--- src/rtl/seq_code_validator.sv ---
// Serial code-word validator: assembles WIDTH bits MSB-first, classifies each
// completed word against a truth table, and keeps saturating good/bad tallies.
module seq_code_validator #(
   parameter int                        WIDTH       = 6,
   parameter logic [(1 << WIDTH) - 1:0] VALID_TABLE = 64'hFFFF_0000_AAAA_5555,
   parameter int                        CNT_W       = 8
) (
   input  logic             clock,
   input  logic             reset,
   input  logic             bit_in,
   input  logic             bit_valid,
   input  logic             abort,
   input  logic             clear_counts,
   output logic             busy,
   output logic             word_done,
   output logic             word_ok,
   output logic [WIDTH-1:0] word_value,
   output logic [CNT_W-1:0] ok_count,
   output logic [CNT_W-1:0] bad_count
);

   localparam int CW = $clog2(WIDTH + 1);

   typedef enum logic [1:0] {
      IDLE  = 2'd0,
      SHIFT = 2'd1,
      DONE  = 2'd2
   } state_t;

   state_t           state;
   state_t           state_next;
   logic [CW-1:0]    bit_count;
   logic [CW-1:0]    count_next;
   logic [WIDTH-1:0] shift_reg;
   logic [WIDTH-1:0] full_word;
   logic             accept;
   logic             complete;
   logic             verdict;

   // Next-state and bit-count logic; abort wins over any bit arriving that cycle.
   always_comb begin
      state_next = state;
      count_next = bit_count;
      complete   = 1'b0;
      accept     = bit_valid & ~abort;
      full_word  = {shift_reg[WIDTH-2:0], bit_in};
      verdict    = VALID_TABLE[full_word];
      if (abort) begin
         state_next = IDLE;
         count_next = '0;
      end else begin
         unique case (state)
            IDLE, DONE: begin
               if (bit_valid) begin
                  state_next = SHIFT;
                  count_next = CW'(1);
               end else begin
                  state_next = IDLE;
                  count_next = '0;
               end
            end
            SHIFT: begin
               if (bit_valid) begin
                  if (bit_count == CW'(WIDTH - 1)) begin
                     complete   = 1'b1;
                     state_next = DONE;
                     count_next = '0;
                  end else begin
                     count_next = bit_count + CW'(1);
                  end
               end
            end
            default: begin
               state_next = IDLE;
               count_next = '0;
            end
         endcase
      end
   end

   // Status outputs decoded straight from the state register.
   always_comb begin
      busy      = (state == SHIFT);
      word_done = (state == DONE);
   end

   // State, shifter, captured word/verdict and saturating tallies.
   always_ff @(posedge clock) begin
      if (reset) begin
         state      <= IDLE;
         bit_count  <= '0;
         shift_reg  <= '0;
         word_value <= '0;
         word_ok    <= 1'b0;
         ok_count   <= '0;
         bad_count  <= '0;
      end else begin
         state     <= state_next;
         bit_count <= count_next;
         if (accept) begin
            shift_reg <= full_word;
         end
         if (complete) begin
            word_value <= full_word;
            word_ok    <= verdict;
         end
         if (clear_counts) begin
            ok_count  <= '0;
            bad_count <= '0;
         end else if (complete) begin
            if (verdict) begin
               if (ok_count != {CNT_W{1'b1}}) begin
                  ok_count <= ok_count + CNT_W'(1);
               end
            end else begin
               if (bad_count != {CNT_W{1'b1}}) begin
                  bad_count <= bad_count + CNT_W'(1);
               end
            end
         end
      end
   end

endmodule

--- config.mk ---
export PLATFORM = sky130hd
export DESIGN_NAME = seq_code_validator
export DESIGN_NICKNAME = d
export VERILOG_FILES = /design/src/rtl/seq_code_validator.sv
export SDC_FILE = /design/constraint.sdc
export NUM_CORES = 1
export LEC_CHECK = 0
export BUFFER_PORTS_ARGS = -buffer_cell sky130_fd_sc_hd__buf_2
export CORE_AREA = 4 4 58 60
export CTS_CLUSTER_DIAMETER = 30
export DETAILED_ROUTE_END_ITERATION = 8
export DIE_AREA = 0 0 62 64
export GPL_TIMING_DRIVEN = 0
export PLACE_DENSITY = 0.76
export SYNTH_ARGS = -nofsm -noshare
export SYNTH_HDL_FRONTEND = slang
export SYNTH_SLANG_ARGS = --single-unit
--- constraint.sdc ---
create_clock -name clock -period 2.4 [get_ports clock]
set_input_delay 0.12 -clock clock [delete_from_list [all_inputs] [get_ports clock]]
set_output_delay 0.12 -clock clock [all_outputs]
set_load 0.02 [all_outputs]
; Word level (Yosys, flattened, before mapping)
; Memory sizes are Yosys's and may differ from the RTL's.
; Cells that the tools add are included.
; W data, S select, Z words.
[totals]
reg_bits = 33
romBits = 64
out_inout_bits = 25
input_bits = 6
n_memories = 1
word_cells = 42
[classes]
n_eq_ne = 7
order_cmp = 1
reduce_logical = 7
muxes = 13
bitwise_logic = 3
n_addsub = 3
[memory_table]
columns = memory, words, word_bits, rd, rd_ports_with_merged_regs, wr, line
row1 = (name not given), 64, 1, 1, 0, 0, 47  ; verdict = VALID_TABLE[full_word];
[ops]
columns = cell, count
row1 = $add A8 B1 Y8 const B, 2
row2 = $ne A8 B8 Y1 const B, 2
row3 = $lt A6 B7 Y1 const B, 1
row4 = $mux W1, 7
row5 = $mux W3, 2
row6 = $pmux W3 S2, 1
row7 = $reduce_and A3 Y1, 2
row8 = $reduce_or A2 Y1, 3
row9 = $mux W2, 2
row10 = $pmux W2 S2, 1
row11 = $add A3 B1 Y3 const B, 1
row12 = $eq A3 B3 Y1 const B, 1
row13 = $eq A2 B1 Y1 const B, 1
row14 = $eq A2 B2 Y1 const B, 1
row15 = $logic_not A2 Y1, 1
row16 = $ne A2 B1 Y1 const B, 1
row17 = $ne A2 B2 Y1 const B, 1
row18 = $not A1 Y1, 2
row19 = $reduce_and A2 Y1, 1
row20 = $and A1 B1 Y1, 1

; Longest topological paths before layout
; Gate-level depths: netlist of the first run.
[depth]
depth_word = 6
mapped_depth = 5
ltp_nobuf = 5

; Worst setup path before layout of the first run
; No wires, ideal clock.
[synth_path]
path_kind = reg2reg
from = register shift_reg[3]
to = register ok_count[5]
setup_ns = 0.072
required_time_ns = 2.328
arrival_time_ns = 1.633
n_path_buf = 1
path_slack_ns = 0.696
stages_incl_launch_ff = 6
period_less_slack_ns = 1.704
path_cell_list = dfxtp_1 or3_4 a211o_1 buf_2 nor4_1 mux2i_1
[synth_between]
elab_chain_cells = 3
[synth_rtl]
columns = item, line
row1 = "start, declared", 34  ; logic [WIDTH-1:0] shift_reg;
row2 = "start signal, assigned", 101  ; shift_reg <= full_word;
row3 = $mem_v2 Z64 W1, n/a
row4 = $mux W1 (not written as such), 47
row5 = $reduce_and A3 Y1 (no line), n/a
row6 = "end signal, assigned", 113  ; ok_count <= ok_count + CNT_W'(1);
row7 = "end, declared", 18  ; output logic [CNT_W-1:0] ok_count,
; No other way between the ends. The select of a mux whose other input is x is not followed.
; A chain may end at the register's enable or synchronous reset.

; Final worst setup path of the first run
[layout_path]
from = input abort
to = register bad_count[2]
[layout_between]
elab_chain_cells = 2
[layout_rtl]
columns = item, line
row1 = "start, declared", 12  ; input logic abort,
row2 = $mux W1, 48  ; if (abort) begin
row3 = $reduce_and A3 Y1 (no line), n/a
row4 = "end signal, assigned", 117  ; bad_count <= bad_count + CNT_W'(1);
row5 = "end, declared", 19  ; output logic [CNT_W-1:0] bad_count
; No other way between the ends.

==> results of run 1 <==
[metrics by stage]
step	cells	total power, W
2_1_floorplan	167	0.000591
3_3_place_gp	229	0.000602
3_5_place_dp	229	0.000604
4_1_cts	238	0.000923
5_1_grt	238	0.000950
6_report	238	0.000910
[cells in the mapped netlist]
library cell  count
a211o_1           1
a211oi_1          2
a21oi_1          14
and3b_1           1
and4_1            2
buf_2             1
clkbuf_1          6
dfxtp_1          33
ha_1              2
inv_1             3
mux2_2            1
mux2i_1          13
nand2_1          15
nand2b_1          1
nand3_1           7
nand3b_1          1
nand4_1           1
nand4b_1          1
nand4bb_1         1
nor2_1           21
nor2b_1           3
nor3_1            1
nor4_1            2
o211ai_1          1
o21a_1            1
o21ai_0           5
o311ai_0          2
o31ai_1           6
o41ai_1           5
or2_2             2
or3_1             3
or3_4             1
or4_1             8
[area by class of cell]
type / count / share of cell area (%)
Clock buffer: 5 / 2.16
Inverter: 3 / 0.648
Multi-Input combinational cell: 124 / 45.0
Clock inverter: 3 / 1.30
Timing Repair Buffer: 30 / 8.93
Sequential cell: 33 / 38.0
Buffer: 7 / 1.58
Tap cell: 33 / 2.38
[worst min-delay path by stage]
stage	start	endpoint	slack, ns	cells past startpoint
floorplan	abort	state[0]	0.20	1
global placement	abort	state[0]	0.32	2
detailed placement	abort	state[0]	0.33	2
CTS	bit_in	shift_reg[0]	0.05	3
global route	clear_counts	ok_count[5]	0.06	3
finish	bit_in	shift_reg[0]	0.06	3
[routing by layer]
layer  up-vias  global-route usage, %
met2        24                   31.1
met1       645                   21.2
li1        701                      -
met3         7                   4.44
met5         -                      0
met4         0                   7.69
[cells by family after synthesis]
kind of cell | count (synthesis) | share of synthesized area (%)
AO/OA/AOI/OAI | 37 | 16.2
adder cells (fa/ha/maj) | 2 | 1.69
buffers and inverters | 10 | 2.62
flip-flops | 33 | 44.6
multiplexers | 14 | 9.54
AND/OR/NAND/NOR | 71 | 25.3
[worst max-delay path: cells and delay by family]
| kind | cells | cell delay (ns) |
|---|---|---|
| buffers and inverters | 3 | 0.97 |
| and+or+nand+nor | 2 | 0.67 |
| AOI/OAI and AO/OA | 2 | 0.49 |
[what timing repair did]
action / in CTS / in global routing
endpoints found under the hold margin: 1 / 0
setup buffers: 0 / 0
hold buffers: 1 / 0
[power breakdown]
group	switching (W)	internal (W)	total (W)
Sequential	0.00000303	0.000550	0.000553
Clock	0.000205	0.000113	0.000318
Combinational	0.0000230	0.0000156	0.0000385
Total	0.000231	0.000679	0.000910
==> impl_metrics.tcl, run 1 <==
set metrics [dict create \
    max_freq_mhz 490 \
    seqCellArea_um2 661 \
    cts_sinks 33 \
    num-nets-final 212 \
    top_layer_used "met4" \
    port_buffers 29 \
    reg_top3 "bad_count: 8 flops, ok_count: 8 flops, word_value: 6 flops" \
    syn_area_um2 1480 \
    slew_headroom_pct 56.5 \
    holdCritPathClass "in -> reg" \
    crit_slowest_cell "dlygate4sd3_1" \
    pre_cts_slack_ns 0.445 \
    met1_length_mm 1.39 \
    setup_viol 0 \
    cts.path.max_buffers 2 \
    multi_input_area_um2 782 \
    post_cts_resize_count 0 \
    crit_path_end "bad_count[2]" \
    detailed_place_hpwl_mm 2.37 \
    hold_slack_ns 0.0583 \
    vdd_drop_max_mv 0.527 \
    cp_cell_sequence "dlygate4sd3_1, buf_2, nand4bb_1, nand4b_1, clkbuf_1, o311ai_0, o41ai_1" \
    crit_fanout 10 \
    rr_worst_depth 5 \
    ant_nets 0 \
    finalCritPeriodShare_pct 85.0 \
    coreArea_um2 2930 \
    drive_above_1_share_pct 20.5 \
    synth-seq-cells 33 \
    antennaDiodeCount 0 \
    yosysTopAreaCell "dfxtp_1" \
    hold_viol 0 \
    slowest_delay_ns 0.53 \
    p_leak_nw 0.643 \
    tns_ns 0 \
    synth_nets 175 \
    first_global_vias 1352 \
    cap_violations 0 \
    fin_ws_ns 0.361 \
    grt_overflow_total 0 \
    arrival_ns 2.26 \
    synth.distinct_cells 33 \
    fin_crit_ns 2.04 \
    initial_core_util_pct 50.6 \
    end_kind "flop" \
    yosys-top-cells-area "dfxtp_1 (45%), mux2i_1 (8.8%), nor2_1 (5.3%)" \
    die_area_um2 3970 \
    ioPinCount 31 \
    power_density_nw_per_um2 524 \
    cts_tree "built" \
    status "completed" \
    die_width_um 62 \
    wl_met3_um 130 \
    critPathKind "in -> reg" \
    required_ns 2.62 \
    final_common_cell "dfxtp_1" \
    place.gp.congestion 0.791 \
    cts_root_buf "clkbuf_4" \
    antenna_found_initial 0 \
    fin_util_pct 59.4 \
    cts.clk_slew.worst_paths_ns 0.12 \
    final_cell_mix "dfxtp_1 (33), buf_2 (30), nor2_1 (21)" \
    synth.avg_cell_area_um2 8.87 \
    slew_violations 0 \
    fin_area_um2 1740 \
    worstSetupStartpoint "abort" \
    rsz0062_at_grt "no" \
    cts-htree-levels 2 \
    netlist.area_leader.share_pct 44.6 \
    rrSetupSlack_ns 0.46 \
    wl_per_cell_um 13.3 \
    rr_endpoint "bad_count[2]" \
    place_area_um2 1670 \
    cp-start-kind "primary input" \
    grt_max_degree 13 \
    synthToLayoutAreaGrowth_pct 17.3 \
    numCtsBuffers 5 \
    wl_met2_mm 1.59 \
    fill_cells 284 \
    grt_usage_pct 18.4 \
    die_h_um 64 \
    dr.pass1.iters 4 \
    synth-seq-area-share_pct 44.6 \
    tightest_slew_ns 0.651 \
    yosys_warnings 0 \
    grt_pass1_wl_mm 5.65 \
    viasPerCell 5.79 \
    wirelength_mm 3.17 \
    vias 1377 \
    regToRegStartpoint "state[1]" \
    postSynthCellCount 167 \
    dr.first_iter.drc_count 59 \
    clock_latency_ns 0.34 \
    drc_errors 0 \
    num_rows 20 \
    fin_skew_ns 0.0106 \
]
(Power assumes the default switching activity.)
==> run 2: changes to the inputs <==
- ABC_AREA: unset -> 1
- CORE_AREA: 4 4 58 60 -> 4 4 61 63
- DIE_AREA: 0 0 62 64 -> 0 0 65 67
- PLACE_DENSITY: 0.76 -> 0.75
- clock period: 2.4 -> 2.13 ns (I/O delays scaled with it)
==> run 2 against run 1 <==
Effect of this change: flip-flop and latch count unchanged; register-to-register slack improved by 0.14 ns; first-iteration DRC count up 100%; power rose by 21%; count of clock-buffer cells in the layout rose by 2; critical endpoint is now bad_count[3]; largest cell class unchanged.
==> impl_metrics.tcl, run 2 <==
set metrics [dict create \
    place.gp.congestion 0.794 \
    drive_above_1_share_pct 21.8 \
    ant_nets 0 \
    synth-seq-cells 33 \
    cts.clk_slew.worst_paths_ns 0.10 \
    viasPerCell 4.92 \
    cts.path.max_buffers 2 \
    initial_core_util_pct 51.3 \
    power_frac_comb_pct 5.8 \
    die_area_um2 4360 \
    wirelength_mm 3.30 \
    p_leak_nw 0.863 \
    rr_worst_depth 7 \
    switching_share_pct 24.1 \
    slew_headroom_pct 66.1 \
    synth.avg_cell_area_um2 7.43 \
    dr.pass1.iters 4 \
    cts-htree-levels 2 \
    vdd_drop_max_mv 0.378 \
    cts_sinks 33 \
    pwr-share-seq_pct 57.4 \
    vias 1509 \
    path_buf_inv 0 \
    setup_viol 0 \
    port_buffers 30 \
    regToRegStartpoint "bad_count[0]" \
    rsz0062_at_grt "no" \
    clock_latency_ns 0.33 \
    wl_per_cell_um 10.8 \
    tns_ns 0 \
    yosys_warnings 0 \
    die_width_um 65 \
    fin_crit_ns 1.53 \
    switchingPower_w 0.000265 \
    cts_hold_buf 0 \
    post_cts_resize_count 0 \
    crit_family "simple AND/OR/NAND/NOR gates" \
    cp-start-kind "flop" \
    synth_edf_count 0 \
    synth.distinct_cells 29 \
    fin_ws_ns 0.601 \
    hold_viol 0 \
    final_cell_mix "nand2_1 (45), dfxtp_1 (33), nor2_1 (31)" \
    antenna_found_initial 0 \
    min_from "clear_counts" \
    holdCritPathClass "in -> reg" \
    slowest_delay_ns 0.40 \
    required_ns 2.40 \
    critPathKind "reg -> reg" \
    pre_cts_slack_ns 0.624 \
    dp_cells 299 \
    synth_commonest_cells "nand2_1 (45), dfxtp_1 (33), nor2_1 (31)" \
    grt_overflow_total 0 \
    end_kind "flop" \
    ys.flop_type "dfxtp_1" \
    crit_fanout 9 \
    coreArea_um2 3230 \
    drc_errors 0 \
    grt_max_degree 11 \
    num_rows 21 \
    clockPowerShare_pct 36.8 \
    syn_area_um2 1660 \
    rrSetupSlack_ns 0.60 \
    fin_util_pct 59.9 \
    synthToLayoutAreaGrowth_pct 16.8 \
    final_common_cell "nand2_1" \
    yosysTopAreaCell "dfxtp_1" \
    rr_endpoint "bad_count[3]" \
    netlist.area_leader.share_pct 39.9 \
    arrival_ns 1.79 \
    cp_cell_sequence "ha_1, nand2_1, nor2_1, nand2_2, nand3_2, nand2_1, a21oi_1" \
    fin_skew_ns 0.00565 \
    yosysMostFrequentCell "nand2_1" \
    detailed_place_hpwl_mm 2.37 \
    min_to "ok_count[0]" \
    die_h_um 67 \
    holdPathStages 4 \
    synth-seq-area-share_pct 39.9 \
    max_freq_mhz 654 \
    antennaDiodeCount 0 \
    yosys-top-cells-area "dfxtp_1 (40%), nand2_1 (10%), nor2_1 (7.0%)" \
    cap_violations 0 \
    async_flop_share_pct 0 \
    numCtsBuffers 5 \
    ioPinCount 31 \
    final_cells 307 \
    cts_root_buf "clkbuf_4" \
    crit_slowest_cell "dfxtp_1" \
    hold_slack_ns 0.0459 \
    reg_top3 "bad_count: 8 flops, ok_count: 8 flops, word_value: 6 flops" \
    num-nets-final 268 \
    synth_nets 231 \
    power_density_nw_per_um2 568 \
    grt_usage_pct 16.8 \
    post-cts-setup-buffers 0 \
    postSynthCellCount 223 \
    status "completed" \
    tightest_slew_ns 0.508 \
    cpMostUsedCell "nand2_1" \
    first_global_vias 1301 \
    grt_pass1_wl_mm 5.69 \
    dr.first_iter.drc_count 119 \
    cts_tree "built" \
    power.internal_w 0.000834 \
    finalCritPeriodShare_pct 71.8 \
    slew_violations 0 \
]
## run 2: cell count changes in the layout (fill, tap and decap cells not counted), sizes merged, moves of 4 or more
cell,change
nand2,+33
inv,+19
nor2,+17
nand3,+15
mux2i,-13
o21ai,+13
or4,-8
a21oi,+7
o31ai,-5
o41ai,-5
or3,-4
xor2,+4
## run 2: layout make-up
class                           count  area, um2
Fill cell                         306       1300
Inverter                           23       86.3
Buffer                              3       18.8
Clock buffer                        7       65.1
Clock inverter                      1       5.00
Sequential cell                    33        661
Tap cell                           46       57.6
Timing Repair Buffer               30        150
Multi-Input combinational cell    164        891
## run 2: worst max-delay path by stage
| stage | slack [ns] | start | cells past startpoint | endpoint |
|---|---|---|---|---|
| 6_report | 0.60 | bad_count[0] | 7 | bad_count[3] |
| 3_5_place_dp | 0.62 | ok_count[0] | 8 | ok_count[0] |
| 3_3_place_gp | 0.62 | ok_count[0] | 8 | ok_count[0] |
| 4_1_cts | 0.60 | ok_count[0] | 8 | ok_count[1] |
| 2_1_floorplan | 0.63 | ok_count[0] | 8 | ok_count[0] |
| 5_1_grt | 0.42 | ok_count[0] | 7 | ok_count[6] |
## run 2: through the flow
step / area (um2) / total power [W]
5_1_grt: 1930 / 0.00115
6_report: 1930 / 0.00110
2_1_floorplan: 1660 / 0.000690
3_3_place_gp: 1860 / 0.000708
4_1_cts: 1930 / 0.00111
3_5_place_dp: 1860 / 0.000708
## run 2: worst min-delay path, cell delays in order
cell and delay (ns):
buf_2 0.07, nor2_1 0.06, o21ai_1 0.07, nor2_1 0.04
## run 2: power by group through the flow
| stage | combinational [W] | clock [W] | sequential (W) |
|---|---|---|---|
| floorplan | 0.0000462 | 0 | 0.000644 |
| global placement | 0.0000630 | 0 | 0.000645 |
| detailed placement | 0.0000634 | 0 | 0.000645 |
| CTS | 0.0000639 | 0.000419 | 0.000631 |
| global route | 0.0000714 | 0.000450 | 0.000632 |
| finish | 0.0000634 | 0.000405 | 0.000631 |
## run 2: logic make-up (layout without fill, tap and decap cells)
logic type / Yosys count / in the layout / share of synthesized area [%]
simple gates: 114 / 114 / 35.8
buf+inv: 26 / 64 / 6.34
xor+xnor: 6 / 6 / 3.17
flops: 33 / 33 / 39.9
fa+ha+maj: 2 / 2 / 1.51
compound gates: 42 / 42 / 13.3
## run 2: per-layer routing
| layer | wire (um) | global-route usage, % |
|---|---|---|
| met3 | 173 | 5.56 |
| met4 | 67 | 7.12 |
| met2 | 1490 | 26.4 |
| met1 | 1570 | 20.9 |
| met5 | 0 | 0 |
==> run 3: changes to the inputs <==
- CORE_AREA: 4 4 61 63 -> 4 4 64 66
- DIE_AREA: 0 0 65 67 -> 0 0 68 70
- PLACE_DENSITY: 0.75 -> 0.72
- clock period: 2.13 -> 1.33 ns (I/O delays scaled with it)
==> run 3 against run 2 <==
Effect of this change: final area rose by 12%; wire length rose by 8.7%; power increased by 56%; sequential share of layout area decreased by 3.0 points; worst hold slack got worse by 0.030 ns; combinational power is 99% higher; die area up 9.3%; largest power group unchanged; highest routed layer unchanged.
==> impl_metrics.tcl, run 3 (same netlist as run 2, synthesis figures left out) <==
set metrics [dict create \
    slew_violations 0 \
    num-nets-final 281 \
    switching_share_pct 27.5 \
    rsz0062_at_grt "yes" \
    cp-start-kind "flop" \
    cap_violations 0 \
    max_freq_mhz 772 \
    grt_pass1_wl_mm 5.73 \
    grt_max_degree 13 \
    dr.first_iter.drc_count 57 \
    drc_errors 0 \
    hold_slack_ns 0.0162 \
    critPathKind "reg -> reg" \
    numCtsBuffers 5 \
    status "completed" \
    reg_top3 "bad_count: 8 flops, ok_count: 8 flops, word_value: 6 flops" \
    fin_crit_ns 1.29 \
    fin_ws_ns 0.0351 \
    power_density_nw_per_um2 792 \
    final_common_cell "nand2_1" \
    tns_ns 0 \
    clockPowerShare_pct 34.0 \
    cts_tree "built" \
    power.internal_w 0.00125 \
    ant_nets 0 \
    antenna_found_initial 0 \
    slew_headroom_pct 74.7 \
    cts.clk_slew.worst_paths_ns 0.10 \
    antennaDiodeCount 0 \
    grt_usage_pct 15.7 \
    fill_cells 365 \
    arrival_ns 1.54 \
    synthToLayoutAreaGrowth_pct 31.0 \
    viasPerCell 4.94 \
    initial_core_util_pct 46.3 \
    place.gp.congestion 0.756 \
    final_cell_mix "nand2_1 (38), buf_2 (30), nor2_1 (28)" \
    power_w 0.00172 \
    cts.path.max_buffers 2 \
    grt_overflow_total 0 \
    fin_util_pct 60.6 \
    pwr-share-seq_pct 58.6 \
    tightest_slew_ns 0.379 \
    power_frac_comb_pct 7.4 \
    cts_root_buf "clkbuf_4" \
    cts_sinks 33 \
    holdCritPathClass "in -> reg" \
    drive_above_1_share_pct 36.5 \
    wirelength_mm 3.59 \
    finalCritPeriodShare_pct 97.4 \
    end_kind "flop" \
    ioPinCount 31 \
    p_leak_nw 0.936 \
    clock_latency_ns 0.35 \
    setup_viol 0 \
    die_area_um2 4760 \
    crit_fanout 5 \
    num_rows 22 \
    dr.pass1.iters 4 \
    detailed_place_hpwl_mm 2.40 \
    required_ns 1.57 \
    pre_cts_slack_ns -0.0421 \
    switchingPower_w 0.000472 \
    vias 1590 \
    port_buffers 30 \
    die_width_um 68 \
    die_h_um 70 \
    hold_viol 0 \
    first_global_vias 1320 \
    cts-htree-levels 2 \
    wl_per_cell_um 11.1 \
    vdd_drop_max_mv 0.477 \
    fin_skew_ns 0.0111 \
    coreArea_um2 3580 \
]
[run 3: cell types whose count changed in the layout (fill, tap and decap cells not counted), sizes merged]
cell         previous run  this run
buf                    31        41
inv                    22        25
clkbuf                  9         7
clkinv                  2         0
dlygate4sd3             0         2
clkinvlp                0         1
nand3                  22        23
[run 3: layer usage]
layer,part of all wire (%),vias up,track usage (%)
li1,-,832,-
met1,45,725,18.8
met2,48,26,24.9
met3,5.0,7,5.31
met4,1.8,0,6.62
met5,0,-,0
[run 3: power groups by stage]
stage	Clock [W]	Sequential (W)	Combinational, W
after CTS	0.000612	0.00101	0.000112
after floorplan	0	0.00103	0.0000752
final	0.000585	0.00101	0.000126
after global routing	0.000660	0.00101	0.000141
after detailed placement	0	0.00103	0.000104
after global placement	0	0.00103	0.000102
[run 3: cell type report]
cell class / instances / area [um2] / area share [%]
well taps: 48 / 60.1 / 2.77
inverters: 23 / 86.3 / 3.98
repair buffers: 42 / 245 / 11.3
multi-input cells: 165 / 1020 / 47.1
flip-flops and latches: 33 / 676 / 31.1
clock inverters: 3 / 20.0 / 0.923
plain buffers: 3 / 23.8 / 1.10
clock buffers: 5 / 37.5 / 1.73
[run 3: final timing paths]
path	from	cells past startpoint	slack [ns]	endpoint
max	state[0]	7	0.04	ok_count[1]
max reg2reg	state[0]	7	0.04	ok_count[1]
min	reset	4	0.02	ok_count[0]
min reg2reg	word_value[3]	2	0.49	word_value[3]
[run 3: what timing repair did]
item | CTS | global route
hold buffers | 2 | 0
pin swaps | 5 | 14
gates cloned | 1 | 0
setup endpoints to repair | 10 | 19
gates resized for setup | 4 | 31
hold endpoints to repair | 3 | 0
setup buffers | 2 | 8
[run 3: critical path, cell delays in order, from the launching register on]
cell and delay [ns]:
dfxtp_2 0.34, inv_2 0.05, nor2_4 0.20, nand2_4 0.09, nor2_8 0.18, nand3_2 0.14, o21ai_1 0.14, nor2_1 0.04
[run 3: per-stage QoR]
| step | cells | instance area, um2 |
|---|---|---|
| 2_1_floorplan | 223 | 1690 |
| 3_3_place_gp | 301 | 1900 |
| 3_5_place_dp | 301 | 1900 |
| 4_1_cts | 314 | 2010 |
| 5_1_grt | 322 | 2170 |
| 6_report | 322 | 2170 |
